--- src/rtl/inst_fetch.sv ---
// Instruction fetch front end: owns the fetch PC, issues in-order requests on
// the instruction bus, buffers returned words with their PCs and presents them
// to the IF/ID register. Jumps flush the buffer and discard responses to
// requests that were already granted for the old path.
module inst_fetch #(
  parameter logic [31:0] RST_ADDR = 32'h0000_0000,
  parameter int          DEPTH    = 2,
  parameter logic [31:0] NOP      = 32'h0000_0013
) (
  input  logic        clk,
  input  logic        rst_n,
  input  logic        hold_i,
  input  logic        jump_flag_i,
  input  logic [31:0] jump_addr_i,
  output logic        ibus_req_o,
  output logic [31:0] ibus_addr_o,
  input  logic        ibus_gnt_i,
  input  logic        ibus_rvalid_i,
  input  logic [31:0] ibus_rdata_i,
  output logic [31:0] pc_o,
  output logic [31:0] inst_o,
  output logic        inst_valid_o
);

  localparam int AW = (DEPTH > 1) ? $clog2(DEPTH) : 1;
  localparam int CW = AW + 1;
  localparam int OW = CW + 1;

  // Request and response bookkeeping
  logic          run_q;
  logic [31:0]   fetch_pc_q, fetch_pc_d;
  logic [CW-1:0] out_q, out_d;
  logic [CW-1:0] drop_q, drop_d;
  logic [31:0]   pc_last_q, pc_last_d;

  // In-flight PC queue: PCs of granted requests awaiting data
  logic [31:0]   ifq_pc_q [DEPTH];
  logic [AW-1:0] ifq_rd_q, ifq_rd_d;
  logic [AW-1:0] ifq_wr_q, ifq_wr_d;

  // Prefetch buffer of returned {pc, inst} pairs
  logic [31:0]   buf_pc_q   [DEPTH];
  logic [31:0]   buf_inst_q [DEPTH];
  logic [AW-1:0] buf_rd_q, buf_rd_d;
  logic [AW-1:0] buf_wr_q, buf_wr_d;
  logic [CW-1:0] buf_cnt_q, buf_cnt_d;

  logic [OW-1:0] occ_s;
  logic          buf_valid_s;
  logic          pop_s;
  logic          req_s;
  logic          hs_s;
  logic          rv_s;
  logic          discard_s;
  logic          push_s;

  // Handshake qualifiers; a jump takes precedence over popping the head
  always_comb begin
    occ_s       = {1'b0, buf_cnt_q} + {1'b0, out_q};
    buf_valid_s = (buf_cnt_q != {CW{1'b0}});
    pop_s       = buf_valid_s & ~hold_i & ~jump_flag_i;
    req_s       = run_q & ((occ_s < OW'(DEPTH)) | ((occ_s == OW'(DEPTH)) & pop_s));
    hs_s        = req_s & ibus_gnt_i;
    rv_s        = ibus_rvalid_i & (out_q != {CW{1'b0}});
    discard_s   = rv_s & ((drop_q != {CW{1'b0}}) | jump_flag_i);
    push_s      = rv_s & ~discard_s;
  end

  // Next-state for PC, counters and queue pointers
  always_comb begin
    fetch_pc_d = fetch_pc_q;
    out_d      = out_q + CW'(hs_s) - CW'(rv_s);
    drop_d     = drop_q;
    ifq_rd_d   = ifq_rd_q + AW'(rv_s);
    ifq_wr_d   = ifq_wr_q + AW'(hs_s);
    buf_wr_d   = buf_wr_q + AW'(push_s);
    buf_rd_d   = buf_rd_q;
    buf_cnt_d  = buf_cnt_q;
    pc_last_d  = buf_valid_s ? buf_pc_q[buf_rd_q] : pc_last_q;
    if (jump_flag_i) begin
      // Everything still outstanding after this edge belongs to the old path
      fetch_pc_d = jump_addr_i & 32'hFFFF_FFFC;
      drop_d     = out_q + CW'(hs_s) - CW'(rv_s);
      buf_rd_d   = buf_wr_q;
      buf_cnt_d  = {CW{1'b0}};
    end else begin
      if (hs_s) begin
        fetch_pc_d = fetch_pc_q + 32'd4;
      end else begin
        fetch_pc_d = fetch_pc_q;
      end
      if (discard_s) begin
        drop_d = drop_q - {{(CW-1){1'b0}}, 1'b1};
      end else begin
        drop_d = drop_q;
      end
      buf_rd_d  = buf_rd_q + AW'(pop_s);
      buf_cnt_d = buf_cnt_q + CW'(push_s) - CW'(pop_s);
    end
  end

  // Control state register with asynchronous reset
  always_ff @(posedge clk or negedge rst_n) begin
    if (!rst_n) begin
      run_q      <= 1'b0;
      fetch_pc_q <= RST_ADDR;
      out_q      <= {CW{1'b0}};
      drop_q     <= {CW{1'b0}};
      pc_last_q  <= RST_ADDR;
      ifq_rd_q   <= {AW{1'b0}};
      ifq_wr_q   <= {AW{1'b0}};
      buf_rd_q   <= {AW{1'b0}};
      buf_wr_q   <= {AW{1'b0}};
      buf_cnt_q  <= {CW{1'b0}};
    end else begin
      run_q      <= 1'b1;
      fetch_pc_q <= fetch_pc_d;
      out_q      <= out_d;
      drop_q     <= drop_d;
      pc_last_q  <= pc_last_d;
      ifq_rd_q   <= ifq_rd_d;
      ifq_wr_q   <= ifq_wr_d;
      buf_rd_q   <= buf_rd_d;
      buf_wr_q   <= buf_wr_d;
      buf_cnt_q  <= buf_cnt_d;
    end
  end

  // Queue storage; entries are only meaningful between the pointers
  always_ff @(posedge clk) begin
    if (hs_s) begin
      ifq_pc_q[ifq_wr_q] <= fetch_pc_q;
    end
    if (push_s) begin
      buf_pc_q[buf_wr_q]   <= ifq_pc_q[ifq_rd_q];
      buf_inst_q[buf_wr_q] <= ibus_rdata_i;
    end
  end

  assign ibus_req_o   = req_s;
  assign ibus_addr_o  = fetch_pc_q;
  assign inst_valid_o = buf_valid_s;
  assign pc_o         = buf_valid_s ? buf_pc_q[buf_rd_q]   : pc_last_q;
  assign inst_o       = buf_valid_s ? buf_inst_q[buf_rd_q] : NOP;

endmodule

--- config.mk ---
export PLATFORM = sky130hd
export DESIGN_NAME = inst_fetch
export DESIGN_NICKNAME = d
export VERILOG_FILES = /design/src/rtl/inst_fetch.sv
export SDC_FILE = /design/constraint.sdc
export NUM_CORES = 1
export LEC_CHECK = 0
export ABC_AREA = 0
export CAP_MARGIN = 40
export CORE_UTILIZATION = 48
export DETAILED_ROUTE_END_ITERATION = 12
export PLACE_DENSITY = 0.82
export SLEW_MARGIN = 25
export SYNTH_ARGS = -nofsm -noshare
export SYNTH_HDL_FRONTEND = slang
export SYNTH_SLANG_ARGS = --single-unit
--- constraint.sdc ---
create_clock -name clk -period 2.7 [get_ports clk]
set_input_delay 0.54 -clock clk [delete_from_list [all_inputs] [get_ports clk]]
set_output_delay 0.54 -clock clk [all_outputs]
set_load 0.01 [all_outputs]
==> impl_results.md, run 1 <==
* RePlAce Congestion at approximately 0.8
* Commonest cells post-synth: 184 x edfxtp_1, 73 x dfrtp_1, 69 x nand2_1
* Startpoint types: flip-flop
* Antenna fix cells at 0
* Top Ports at 168
* Critical Path AT at about 2.2 ns
* Pleak at between 5 and 6 nW
* Post-synthesis cell count at roughly 700
* Clk slew on worst S/H paths at around 0.06 ns
* Synth Warn # at 0
* Initial antenna violation count at 0
* First-pass GRT wire length at roughly 33000 um
* Largest net degree at the start of global routing at 55
* Die Area at roughly 22000 um2
* Final setup viols at 1
* Top Layer Used: met4
* Count leader, synth: edfxtp_1
* Met2 WL at 10520 um
* Nets at 962
* Failing checks: setup timing
* Slowest stage delay, CP at roughly 0.53 ns
* Drt drc at 0
* Final Hold Fails at 0
* CP Capture Type: primary output
* Total gr overflow at 0
* Rows at 53
* Seq/Total Area, Yosys at between 70 and 80%
* Peak Freq at around 0.37 GHz
* Status: finished, violations left
* Hold depth at 3
* HP Class: primary input to flip-flop
* DR vias/cell at slightly above 5
* Clock latency on the worst-skew pair at between 0.5 and 0.6 ns
* DP HPWL at between 10000 and 15000 um
* DRT iter0 DRCs at roughly 320
* VDD IR max at ~0.67 mV
* Max-slew violations at 0
* Die Width at 148.7 um
* Wire per inst at approximately 18 um
* Worst path cell trace: nor2_4 > bufbuf_16 > inv_1 > nand2_1 > clkdlybuf4s50_1
* Final min period at roughly 2.7 ns
* CTS buffer count at 26
* Number of synthesized flops with an enable pin at around 180
* RSZ-0062 raised after global routing: true
* Power per Cell Area at 948.8 nW/um2
* Top_reg_cell synth: edfxtp_1
* Clk sinks at approximately 260
* Post-synth design cell area at 10340 um2
* Total Neg Setup Slack at -0.0005231 ns
* Yosys top cell by area: edfxtp_1
* Final Non-Filler Cells at 1175
* Worst r2r path cells at 8
* Layout cell share with drive strength beyond 1 at 16.00%
* CTS tree: done
* DIE HEIGHT at 148.7 um
* Post-route ant nets at 0
* Max_cap viols at 0
* Crit-path slowest cell: clkdlybuf4s50_1
* Synthesis-to-layout area growth at 31.51%
* IO buf count at between 150 and 200
* Critical path class: flip-flop to primary output
* Total Routing Usage GR at roughly 19%
* Via count of the first global-routing pass at 6072
* Final WS setup at -0.0005231 ns
* Post-synthesis async set-or-reset flop share at 28.40%
* Top cell type's share of synthesized area at 53.46%
* Placed Instances at between 1k and 1.5k
* Initial Util at 49.02%
* Core Util, Final at 64.46%
* Fin crit share at 100.0%
* First drt pass iteration count at 4
* Yosys reg bits at between 200 and 300
* Wire length on met3 at between 1000 and 1500 um
* H-tree depth at 1
* Vias at 6074
* Detailed Route WL at roughly 21000 um
* Synth unique cells at 46
* Core region area at between 20000 and 25000 um2
* Req. time, crit path at about 2.2 ns
* Clock root cell: clkbuf_16
* M1 WL at about 9000 um
* Avg Inst Size Synth at between 15 and 20 um2
* Worst Path Max Fanout at 17
* Clk_skew at around 0.011 ns
* CTS Buffer Depth at 3
* Largest cells by area after synthesis: edfxtp_1 53%, dfrtp_1 18%, mux2i_1 6.5%, mux2_2 3.8%, nand2_1 2.5%
## critical path: cells and delay by family (launching register included)
family	cells	cell delay (ns)
flip-flops	1	0.43
AND/OR/NAND/NOR	2	0.26
buffers and inverters	3	0.95
## power breakdown
part | internal [W] | switching (W) | total, W
registers | 0.00499 | 0.000315 | 0.00531
clock network | 0.00216 | 0.00143 | 0.00358
logic | 0.00192 | 0.00209 | 0.00401
## metal layers
layer | global-route usage, % | up-vias
met1 | 26.15 | 3009
met5 | 0 | -
met4 | 4.184 | 0
met2 | 33.01 | 156
met3 | 2.752 | 20
li1 | - | 2889
## cells by family (layout without fill, tap and decap cells)
logic type | after synthesis | after routing | synth area share [%]
compound gates | 59 | 59 | 3.123
simple gates | 168 | 168 | 8.764
buf+inv | 49 | 265 | 2.203
xor+xnor | 34 | 34 | 2.881
fa+ha+maj | 12 | 12 | 1.525
mux | 102 | 102 | 10.30
other cells | 2 | 3 | 0.07266
flops | 257 | 257 | 71.13
## final cells by class
class                   instances  area [um2]
flip-flops and latches        257        7357
inverters                      16       60.06
fillers                      1525        7495
repair buffers                201        2166
well taps                     275       344.1
multi-input cells             378        2793
clock inverters                11       110.1
clock buffers                  37       763.2
## worst paths after layout
path	slack (ns)	endpoint	start
max reg2reg	0.08	ibus_addr_o[25]	buf_cnt_q[0]
max	-0.0005	inst_o[0]	buf_cnt_q[0]
min in group asynchronous	0.54	pc_last_q[22]	rst_n
min reg2reg	0.47	pc_last_q[0]	pc_last_q[0]
max in group asynchronous	1.52	ibus_addr_o[27]	rst_n
min	0.38	ibus_addr_o[11]	jump_flag_i
## repair_timing
item	CTS	global route
buffers inserted	4	3
resized for setup	53	30
setup endpoints to repair	59	36
hold buffers	1	0
pin swaps	1	1
endpoints found under the hold margin	22	0
gates cloned	4	0
## state kept, by name, indices dropped and copies added, names as in the netlist
signal / count
buf_cnt_q: 2
buf_inst_q: 64
buf_pc_q: 60
buf_rd_q: 1
buf_wr_q: 1
drop_q: 2
ibus_addr_o: 30
ifq_pc_q: 60
ifq_rd_q: 1
ifq_wr_q: 1
out_q: 2
pc_last_q: 32
run_q: 1
## metrics by stage
| stage | power, W | setup WS [ns] | hold slack (ns) | cell area (um2) |
|---|---|---|---|---|
| after floorplan | 0.007476 | -0.2752 | 0.2444 | 10340 |
| after global placement | 0.009176 | -0.007263 | 0.4666 | 12480 |
| after detailed placement | 0.009302 | -0.02272 | 0.4683 | 12480 |
| after CTS | 0.01302 | -0.06991 | 0.3602 | 13500 |
| after global routing | 0.01351 | -0.09024 | 0.4008 | 13590 |
| final | 0.01290 | -0.0005231 | 0.3847 | 13590 |
## placed cells by master (no fill, tap or decap), types with 6 or more instances in the layout
cell             count
buf_12              10
buf_4               23
clkbuf_16           27
clkdlybuf4s50_1     98
clkinv_2             6
dfrtp_1             71
dlygate4sd2_1       35
dlymetal6s2s_1      27
edfxtp_1           184
ha_1                 7
inv_1               16
mux2_2              35
mux2i_1             67
nand2_1             69
nand3_1              9
nor2_1              36
nor3_1               7
nor4_1               9
o21ai_0             37
o21ai_1             16
xnor2_1             25
xor2_1               9
No activity file was read; power rests on OpenSTA's default activity.
==> run 2, diff against run 1 <==
--- a/config.mk
+++ b/config.mk
@@ -5,11 +5,11 @@
 export SDC_FILE = /design/constraint.sdc
 export NUM_CORES = 1
 export LEC_CHECK = 0
-export ABC_AREA = 0
+export ABC_AREA = 1
 export CAP_MARGIN = 40
 export CORE_UTILIZATION = 48
 export DETAILED_ROUTE_END_ITERATION = 12
-export PLACE_DENSITY = 0.82
+export PLACE_DENSITY = 0.81
 export SLEW_MARGIN = 25
 export SYNTH_ARGS = -nofsm -noshare
 export SYNTH_HDL_FRONTEND = slang
==> impl_results.md, run 2 <==
* Startpoint types: flip-flop
* Max-slew headroom at about two thirds
* H-tree depth at 1
* Detailed Route WL at 24690 um
* Most common cell after layout, fill and taps aside: nand2_1
* Filler instances at approximately 1.7k
* Most frequent cells in the layout: 355 x nand2_1, 184 x edfxtp_1, 108 x clkdlybuf4s50_1, 83 x a21oi_1, 76 x nor2_1
* Crit-path slowest cell: clkdlybuf4s50_1
* Status: finished, final reports clean
* Pleak at 5.612 nW
* CTS tree: done
* Critical Path AT at 2.05 ns
* Top cell type's share of synthesized area at between 50 and 60%
* First drt pass iteration count at 5
* Layout cell share with drive strength beyond 1 at 8.446%
* Worst Path Max Fanout at 36
* Power per Cell Area at 999.0 nW/um2
* Largest net degree at the start of global routing at 64
* Fin crit share at 95.95%
* CP Capture Type: primary output
* Clk_skew at approximately 0.018 ns
* Worst path cell trace: inv_1 > nand2_4 > buf_12 > nor2_1 > clkdlybuf4s50_1
* First-pass GRT wire length at 38340 um
* CTS Buffer Depth at 3
* Count leader, synth: nand2_1
* Die Width at roughly 150 um
* Largest register FFs at 64
* Synthesis-to-layout area growth at 29.72%
* Via count of the first global-routing pass at 7676
* Req. time, crit path at about 2.2 ns
* Vias at 7672
* Commonest cells post-synth: 356 x nand2_1, 184 x edfxtp_1, 90 x a21oi_1
* Final setup viols at 0
* Synth Warn # at 0
* Final hold slack at slightly below 0.5 ns
* Initial antenna violation count at 0
* Core region area at between 20000 and 25000 um2
* Top Registers: buf_inst_q: 64 flops, buf_pc_q: 60 flops, ifq_pc_q: 60 flops
* IO buf count at 163
* Post-synth design cell area at 10630 um2
* Clk sinks at 257
* Top Ports at roughly 170
* VDD IR max at ~0.6 mV
* Die Area at roughly 23000 um2
* Antenna fix cells at 0
* Drt drc at 0
* Max-slew violations at 0
* Number of synthesized flops with an enable pin at ~180
* Clock root cell: clkbuf_16
* Largest cells by area after synthesis: edfxtp_1 52%, dfrtp_1 17%, nand2_1 13%, a21oi_1 4.2%, nor2_1 2.7%
* Clock latency on the worst-skew pair at about 0.52 ns
* Clk slew on worst S/H paths at 0.06 ns
* Max_cap viols at 0
* Critical path class: flip-flop to primary output
* RePlAce Congestion at between 0.9 and 1
* Seq/Total Area, Yosys at ~69%
* Synth unique cells at 32
* CTS buffer count at 26
* Yosys top cell by area: edfxtp_1
* Nets at about 1.2k
* Peak Freq at slightly below 0.4 GHz
* Final Hold Fails at 0
* Total Neg Setup Slack at 0 ns
* Post-synthesis async set-or-reset flop share at roughly 28%
* Worst-margin pin slew at ~0.50 ns
* Yosys reg bits at approximately 260
* Post-synthesis cell count at 982
* Top_reg_cell synth: edfxtp_1
* Total gr overflow at 0
* DIE HEIGHT at 150.8 um
* Slowest stage delay, CP at between 0.5 and 0.6 ns
* DR vias/cell at 5.240
* Wire per inst at 16.87 um
* RSZ-0062 raised after global routing: false
* Avg Inst Size Synth at about 11 um2
* DP HPWL at 15830 um
* Post-route ant nets at 0
* Initial Util at 48.86%
* Final min period at about 2.6 ns
* DRT iter0 DRCs at a little over 500
* Total Routing Usage GR at roughly 22%
* HP Class: flip-flop to flip-flop
* Most flops, register: buf_inst_q
* Rows at 54
-- run 2: report_power, final --
group | switching, W | internal [W] | total [W]
combinational | 0.00263 | 0.00179 | 0.00441
sequential | 0.000417 | 0.00513 | 0.00555
clock | 0.00145 | 0.00236 | 0.00381
-- run 2: metrics by stage --
stage,setup slack (ns),cell area [um2],utilization [%],instances,power [W]
5_1_grt,0.0005773,13790,63.38,1464,0.01451
3_5_place_dp,0.1128,12770,58.71,1410,0.01009
4_1_cts,0.0002163,13720,63.04,1461,0.01373
2_1_floorplan,-0.4499,10640,-,983,0.007798
3_3_place_gp,0.1756,12770,58.71,1410,0.009912
6_report,0.1094,13790,63.38,1464,0.01378
-- run 2: worst paths after layout --
check / startpoint / to / slack (ns) / depth (start not counted)
max: buf_cnt_q[0] / pc_o[0] / 0.11 / 5
min: pc_last_q[0] / pc_last_q[0] / 0.49 / 2
max reg2reg: out_q[0] / drop_q[1] / 0.27 / 11
min reg2reg: pc_last_q[0] / pc_last_q[0] / 0.49 / 2
max in group asynchronous: rst_n / buf_rd_q / 1.53 / 3
min in group asynchronous: rst_n / ibus_addr_o[18] / 0.53 / 2
-- run 2: timing repair --
action,4_1_cts,5_1_grt
hold buffers,1,0
endpoints found under the setup margin,65,12
setup buffers,2,1
cloned,1,2
pin swaps,1,0
endpoints found under the hold margin,6,0
resized for setup,65,8
-- run 2: layout make-up --
class                   instances  area, um2  share of cell area, %
inverters                      39      158.9                  1.152
clock buffers                  35      725.7                  5.263
well taps                     280      350.3                  2.541
flip-flops and latches        257       7353                  53.33
clock inverters                13      188.9                  1.370
repair buffers                195       2033                  14.74
multi-input cells             645       2979                  21.60
-- run 2: cell families after synthesis --
kind of cell               share of synthesized area, %
and+or+nand+nor                                   19.82
DFF                                               69.16
AOI/OAI and AO/OA                                 4.720
other                                           0.07065
xor gates and xnor gates                          1.483
buffers and inverters                             3.260
adders and majority gates                         1.483
-- run 2: metal layers --
layer  vias up  global-route usage (%)  part of all wire (%)
met5         -                       0                     0
met1      3671                   28.20                    42
li1       3657                       -                     -
met2       299                   37.09                    48
met3        45                   3.373                   7.7
met4         0                   6.800                   2.1
-- run 2: worst max-delay path, delay by kind of cell, from the launching register on --
kind | cells | cell delay, ns
buf+inv | 3 | 0.87
flops | 1 | 0.40
simple gates | 2 | 0.24
==> run 3, diff against run 2 <==
--- a/config.mk
+++ b/config.mk
@@ -9,7 +9,7 @@
 export CAP_MARGIN = 40
 export CORE_UTILIZATION = 48
 export DETAILED_ROUTE_END_ITERATION = 12
-export PLACE_DENSITY = 0.81
+export PLACE_DENSITY = 0.83
 export SLEW_MARGIN = 25
 export SYNTH_ARGS = -nofsm -noshare
 export SYNTH_HDL_FRONTEND = slang
==> impl_results.md, run 3 (synthesized netlist as in run 2, its figures left out) <==
* Max-slew violations at 0
* Hold_buf cts at 0
* Critical path class: flip-flop to primary output
* Int Pwr at between 0.008 and 0.009 W
* Final Cell Area at ~14000 um2
* Startpoint types: flip-flop
* Pleak at about 5.6 nW
* Largest net degree at the start of global routing at 64
* Seq pwr share at about two fifths
* Wire per inst at 16.63 um
* Total Neg Setup Slack at 0 ns
* Worst-margin pin slew at between 0.5 and 0.6 ns
* DIE HEIGHT at approximately 150 um
* Rows at 54
* Post-route ant nets at 0
* RSZ-0062 raised after global routing: false
* Final min period at about 2.6 ns
* Clock power share at 26.0%
* Detailed Route WL at 24300 um
* Req. time, crit path at roughly 2.2 ns
* Top Ports at 168
* DP HPWL at around 16000 um
* CTS tree: done
* Power per Cell Area at a little under 1000 nW/um2
* Most common cell after layout, fill and taps aside: nand2_1
* First-pass GRT wire length at between 30000 and 40000 um
* Clk slew on worst S/H paths at 0.06 ns
* Antenna fix cells at 0
* Largest register FFs at 64
* CP Capture Type: primary output
* Die Width at about 150 um
* Clk_skew at a little under 0.008 ns
* Clock root cell: clkbuf_16
* Synthesis-to-layout area growth at 28.85%
* Post-place instance area at 12770 um2
* Core region area at around 22000 um2
* Most flops, register: buf_inst_q
* H-tree depth at 1
* DRT iter0 DRCs at 541
* HP Class: primary input to asynchronous set/reset pin
* IO buf count at ~160
* Status: finished, final reports clean
* Final setup viols at 0
* Nets at about 1.2k
* Switching power total at 0.004462 W
* Total Routing Usage GR at a little over a fifth
* Most frequent cells in the layout: 355 x nand2_1, 184 x edfxtp_1, 110 x clkdlybuf4s50_1, 79 x a21oi_1, 76 x nor2_1
* Clk sinks at 257
* DR vias/cell at between 5 and 6
* Die Area at 22750 um2
* CTS Buffer Depth at 3
* Vias at roughly 7.6k
* CTS buffer count at 26
* Drt drc at 0
* Switching portion of total power at 33.25%
* Initial Util at 48.86%
* VDD IR max at around 0.60 mV
* Via count of the first global-routing pass at between 7k and 8k
* Combinational share of power at between 30% and 40%
* Worst Path Max Fanout at 63
* Max_cap viols at 0
* Fin crit share at between 90 and 100%
* First drt pass iteration count at 5
* Layout cell share with drive strength beyond 1 at 8.721%
* Max-slew headroom at between 60% and 70%
* RePlAce Congestion at roughly 0.93
* Initial antenna violation count at 0
* Top Registers: buf_inst_q: 64 flops, buf_pc_q: 60 flops, ifq_pc_q: 60 flops
* Peak Freq at between 0.3 and 0.4 GHz
* Final Hold Fails at 0
* Final hold slack at between 0.002 and 0.0025 ns
* Total gr overflow at 0
* Clock latency on the worst-skew pair at 0.52 ns
* Critical Path AT at between 2 and 2.5 ns
run 3: what timing repair did:
action                                  4_1_cts  5_1_grt
resized for setup                            60       12
pin swaps                                     1        1
buffers inserted                              2        0
endpoints found under the setup margin       59       13
cloned                                        1        1
run 3: path summary, 6_finish.rpt:
path | start | endpoint | slack [ns] | cells past startpoint
min in group clk | pc_last_q[0] | pc_last_q[0] | 0.50 | 2
worst min-delay path | rst_n | ibus_addr_o[26] | 0.002 | 1
worst min register to register | pc_last_q[0] | pc_last_q[0] | 0.50 | 2
worst max-delay path | buf_rd_q | inst_o[29] | 0.09 | 4
worst max register to register | out_q[0] | drop_q[1] | 0.26 | 11
max in group asynchronous | rst_n | buf_rd_q | 2.08 | 2
run 3: through the flow:
step	util (%)	instances	total power (W)	worst slack, ns
global route	62.96	1461	0.01413	0.006687
finish	62.96	1461	0.01342	0.08997
floorplan	-	983	0.007798	-0.4499
detailed placement	58.71	1409	0.01007	0.1951
global placement	58.58	1408	0.009870	0.1883
CTS	62.78	1460	0.01347	-0.01777
run 3: area by class of cell:
type / count / area, um2
Timing Repair Buffer: 192 / 2009
Inverter: 39 / 153.9
Fill cell: 1646 / 8059
Sequential cell: 257 / 7353
Clock buffer: 40 / 774.5
Multi-Input combinational cell: 645 / 2989
Tap cell: 280 / 350.3
Clock inverter: 8 / 66.31
run 3: critical path, cell delays in order (launching register included):
cell and delay [ns]:
dfrtp_2 0.41, buf_12 0.30, nand2_1 0.09, a21oi_1 0.16, clkdlybuf4s50_1 0.55
run 3: power by group through the flow:
stage	clock network [W]	logic [W]	registers [W]
after floorplan	0	0.00227	0.00553
after global placement	0	0.00430	0.00557
after detailed placement	0	0.00446	0.00561
after CTS	0.00354	0.00439	0.00554
after global routing	0.00371	0.00480	0.00562
final	0.00348	0.00439	0.00555
run 3: per-layer routing:
layer	routed length (um)	track usage [%]	vias up
li1	-	-	3640
met1	10180	28.82	3643
met2	11730	36.19	298
met3	1883	3.795	49
met4	501	6.350	0
met5	0	0	-
